File: src/rtl/rel_tmr_hs_receiver.sv
// Receiving end of a TMR valid/ready stream: votes the replicated valid, holds one beat in a
// triplicated-control output register and excludes lanes that persistently disagree with the vote.
module rel_tmr_hs_receiver #(
  parameter type         T              = logic,
  parameter int unsigned FaultThreshold = 4
) (
  input  logic       clk_i,
  input  logic       rst_ni,
  input  logic [2:0] valid_i,
  output logic [2:0] ready_o,
  input  T           data_i,
  output logic       valid_o,
  input  logic       ready_i,
  output T           data_o,
  input  logic       clear_i,
  output logic [2:0] lane_bad_o,
  output logic       fault_o
);

  localparam int unsigned CntWidth = $clog2(FaultThreshold + 1);
  localparam logic [CntWidth-1:0] CntMax = CntWidth'(FaultThreshold);

  logic [2:0] full_q, full_d;
  T           data_q;
  logic       full_v, rdy_v, load;

  logic [2:0] lane_bad_q, lane_bad_d;
  logic [2:0] good, mismatch;
  logic       vvalid, single_good;

  function automatic logic maj3(input logic [2:0] v);
    return (v[0] & v[1]) | (v[0] & v[2]) | (v[1] & v[2]);
  endfunction

  // Valid vote: full majority with three lanes, otherwise AND of the surviving lanes so a
  // split between two lanes never produces a spurious beat.
  always_comb begin
    good        = ~lane_bad_q;
    single_good = $onehot(good);
    if (good == 3'b111) vvalid = maj3(valid_i);
    else                vvalid = (|good) & (&(valid_i | lane_bad_q));
  end

  assign full_v = maj3(full_q);
  assign rdy_v  = !full_v || ready_i;
  assign load   = vvalid && rdy_v;

  for (genvar gi = 0; gi < 3; gi++) begin : g_lane
    logic [CntWidth-1:0] cnt_q, cnt_d;
    logic                bad_d;

    assign ready_o[gi]  = !full_v || ready_i;
    // Each replica is rebuilt from the voted value, so a single upset heals in one cycle.
    assign full_d[gi]   = load ? 1'b1 : ((full_v && ready_i) ? 1'b0 : full_v);
    assign mismatch[gi] = good[gi] && (valid_i[gi] != vvalid);

    always_comb begin
      cnt_d = '0;
      bad_d = lane_bad_q[gi];
      if (clear_i) begin
        bad_d = 1'b0;
      end else if (mismatch[gi] && !single_good) begin
        cnt_d = (cnt_q == CntMax) ? cnt_q : cnt_q + 1'b1;
        if (cnt_d == CntMax) bad_d = 1'b1;
      end
    end

    assign lane_bad_d[gi] = bad_d;

    always_ff @(posedge clk_i or negedge rst_ni) begin
      if (!rst_ni) cnt_q <= '0;
      else         cnt_q <= cnt_d;
    end
  end

  always_ff @(posedge clk_i or negedge rst_ni) begin
    if (!rst_ni) begin
      full_q     <= 3'b000;
      data_q     <= '0;
      lane_bad_q <= 3'b000;
    end else begin
      full_q     <= full_d;
      lane_bad_q <= lane_bad_d;
      if (load) data_q <= data_i;
    end
  end

  assign valid_o    = full_v;
  assign data_o     = data_q;
  assign lane_bad_o = lane_bad_q;
  assign fault_o    = (|mismatch) || !((&full_q) || !(|full_q));

endmodule
File: config.mk
export PLATFORM = sky130hd
export DESIGN_NAME = rel_tmr_hs_receiver
export DESIGN_NICKNAME = d
export VERILOG_FILES = /design/src/rtl/rel_tmr_hs_receiver.sv
export SDC_FILE = /design/constraint.sdc
export NUM_CORES = 1
export LEC_CHECK = 0
export ABC_AREA = 1
export ABC_CLOCK_PERIOD_IN_PS = 1900
export CORE_ASPECT_RATIO = 1.1
export CORE_MARGIN = 3
export CORE_UTILIZATION = 42
export CTS_CLUSTER_DIAMETER = 40
export DETAILED_ROUTE_END_ITERATION = 10
export GPL_TIMING_DRIVEN = 1
export HOLD_SLACK_MARGIN = 0.05
export PLACE_DENSITY = 0.65
export SYNTH_ARGS = -nofsm -noshare
export SYNTH_HDL_FRONTEND = slang
export SYNTH_SLANG_ARGS = --single-unit
File: constraint.sdc
create_clock -name clk_i -period 1.9 [get_ports clk_i]
set_clock_uncertainty 0.15 [all_clocks]
set_input_delay 0.19 -clock clk_i [delete_from_list [all_inputs] [get_ports clk_i]]
set_output_delay 0.19 -clock clk_i [all_outputs]
set_load 0.01 [all_outputs]
==> impl_results.md <==
* Gpl congestion at 0.838
* Max-cap violations at 0
* Clk slew on worst S/H paths at 80 ps
* Layout area overhead at 43.4%
* Setup TNS at 0 ps
* Seq pwr share at 44.4%
* H-tree depth at 1
* Vias in the first global route at 743
* Detail Route Antenna Nets at 0
* Sw Ratio at 27.9%
* # port buffers at 16
* Synthesized net count at 136
* CTS tree: built
* Max frequency at 0.537 GHz
* Final Max Slew Viols at 0
* GRT Residual Overflow at 0
* Antenna violations before repair at 0
* Synthesized cell area at 907 µm²
* Clk pwr share at 27.6%
* Yosys reg bits at 14
* Largest net degree at the start of global routing at 15
* Core Area at 2020 µm²
* Gr usage total at 14.6%
* DIE WIDTH at 50.3 µm
* Comb pwr share at 28.0%
* Max IR drop VDD at 0.000344 V
* Crit path top cell by count: nand2_1
* Placed cell areas at 1180 µm²
* Status: complete, no violations
* DP Worst Slack at -301 ps
* Internal at 0.537 mW
* Die ar. at 2750 µm²
* Mean Syn Cell Area at 7.50 µm²
* Leak at 0.694 nW
* Worst slew margin at 60.3%
* Clk Latency, worst-skew pair at 270 ps
* Wire per inst at 10.0 µm
* Routed vias at 807
* Setup Viol. Count Final at 0
* Root buffer cell: clkbuf_4
* Kind of critical path: input port to output pin
* CP arrival at 1520 ps
* Register area share after synthesis at 38.6%
* Switching pwr at 0.208 mW
* Ratio of cells with drive above 1 in the final layout at 28.7%
* Clock Sinks at 14
* Cell count after synthesis at 121
* RSZ-0062 raised after global routing: yes
* Slack of the critical path at 37.0 ps
* Slew @ Worst Pin at 593 ps
* 1st-pass router iterations at 4
* Critical path capture point type: output pin
* CP Max Fanout at 4
* Starting Density at 44.9%
* Clk buf depth at 2
* First-pass GRT wire length at 3040 µm
* Ys Warns at 0
* Slowest Stage Delay on Critical Path at 530 ps
* Final min period at 1860 ps
* Number of buffers created by CTS at 3
* Filler Cell Count at 182
* Pwr Density at 573 nW/µm²
* Cell variety after synth at 20
* Pwr Total at 0.745 mW
* Period utilisation layout at 98.1%
* Fin area at 1300 µm²
* Layout net count at 173
* Hold-fix buffers, CTS at 0
* Die Ht at 54.7 µm
* HPWL Detailed at 1500 µm
* Crit path max-delay cell type: clkdlybuf4s50_1
* # DRC at 0
* Startpoint types: input port
* Final Hold Violating Endpoints at 0
* DRT iter0 DRCs at 6
* Final wirelength at 1860 µm
* I/O Pins at 17
* Via-to-Cell Ratio at 4.36
* Req. time, crit path at 1560 ps
* Worst path cell trace: clkdlybuf4s50_1 -> inv_1 -> nand2_1 -> nand3_2 -> o21ai_4 -> nand2_1 -> nand2_1 -> nand3_1 -> buf_2
* Hold/Removal Path Class: input port to asynchronous set/reset pin
* # rows at 17
* Final Util at 64.4%
* ANT cells at 0
## final cells by class
cell class	instances	area [µm²]	area share [%]
inverters	26	97.6	7.50
flip-flops and latches	14	354	27.2
well taps	28	35.0	2.69
multi-input cells	78	470	36.2
repair buffers	35	308	23.7
clock buffers	4	36.3	2.79
## sequential cells by signal, indices dropped and copies added (netlist names)
signal and flops:
lane_bad_o 3, g_lane.cnt_q 9, full_q 1, data_o 1
## cells by family after synthesis
logic type	share of synthesized area, %
xor gates and xnor gates	2.90
AOI/OAI and AO/OA	6.62
DFF	38.6
and+or+nand+nor	28.1
adders and majority gates	10.5
buffers and inverters	13.2
## cells in the final DEF (no fill, tap or decap), drive strengths merged
cell type       n
nand3           8
dlygate4sd2     1
a21oi           4
dfrtp          14
fa              1
xor2            3
o21bai          2
o21ai           2
nand4           2
nand2          32
inv            26
nor2           17
ha              6
buf            20
clkdlybuf4s50  14
or2             1
clkbuf          4
## through the flow
stage          hold slack, ps  instances
6_report                  136        185
3_3_place_gp              306        176
3_5_place_dp              332        176
2_1_floorplan            -256        121
5_1_grt                   193        185
4_1_cts                   154        183
## cells in the mapped netlist
| library cell | instances | area (µm²) |
|---|---|---|
| a21oi_1 | 2 | 10.0 |
| a21oi_2 | 2 | 17.5 |
| buf_4 | 3 | 22.5 |
| dfrtp_1 | 14 | 350 |
| fa_1 | 1 | 20.0 |
| ha_1 | 6 | 75.1 |
| inv_1 | 24 | 90.1 |
| inv_2 | 2 | 7.51 |
| nand2_1 | 29 | 109 |
| nand2_2 | 2 | 12.5 |
| nand2_4 | 1 | 11.3 |
| nand3_1 | 8 | 40.0 |
| nand4_1 | 2 | 12.5 |
| nor2_1 | 17 | 63.8 |
| o21ai_0 | 1 | 5.00 |
| o21ai_2 | 1 | 8.76 |
| o21bai_1 | 1 | 7.51 |
| o21bai_2 | 1 | 11.3 |
| or2_2 | 1 | 6.26 |
| xor2_1 | 3 | 26.3 |
## worst paths after layout
| kind | start | end | cells past startpoint | slack, ps |
|---|---|---|---|---|
| setup / recovery | valid_i[0] | fault_o | 9 | 40 |
| hold / removal | rst_ni | g_lane[2].cnt_q[1] | 1 | 140 |
| setup reg to reg | lane_bad_o[1] | lane_bad_o[1] | 7 | 50 |
| hold reg to reg | data_o | data_o | 2 | 360 |
| max in group asynchronous | rst_ni | lane_bad_o[0] | 1 | 1040 |
| min in group clk_i | data_i | data_o | 3 | 320 |
## metal layers
layer	up-vias	part of all wire [%]	global-route usage, %
met3	2	2.3	1.63
met4	0	1.1	5.38
met1	360	44	18.9
met5	-	0	0
met2	11	53	25.2
li1	434	-	-
## worst max-delay path: cells and delay by family
family | cells | cell delay, ps
AOI/OAI and AO/OA | 1 | 180
and+or+nand+nor | 5 | 380
buffers and inverters | 3 | 770
## what timing repair did
action / CTS / global route
setup endpoints to repair: 2 / 7
gates resized for setup: 8 / 13
pin swaps: 8 / 9
buffers inserted: 5 / 2
## power groups by stage
stage	combinational, mW	sequential, mW	clock (mW)
2_1_floorplan	0.103	0.338	0
3_3_place_gp	0.189	0.334	0
3_5_place_dp	0.194	0.336	0
4_1_cts	0.197	0.331	0.213
5_1_grt	0.235	0.334	0.224
6_report	0.209	0.331	0.206
No activity file was read; power rests on OpenSTA's default activity.
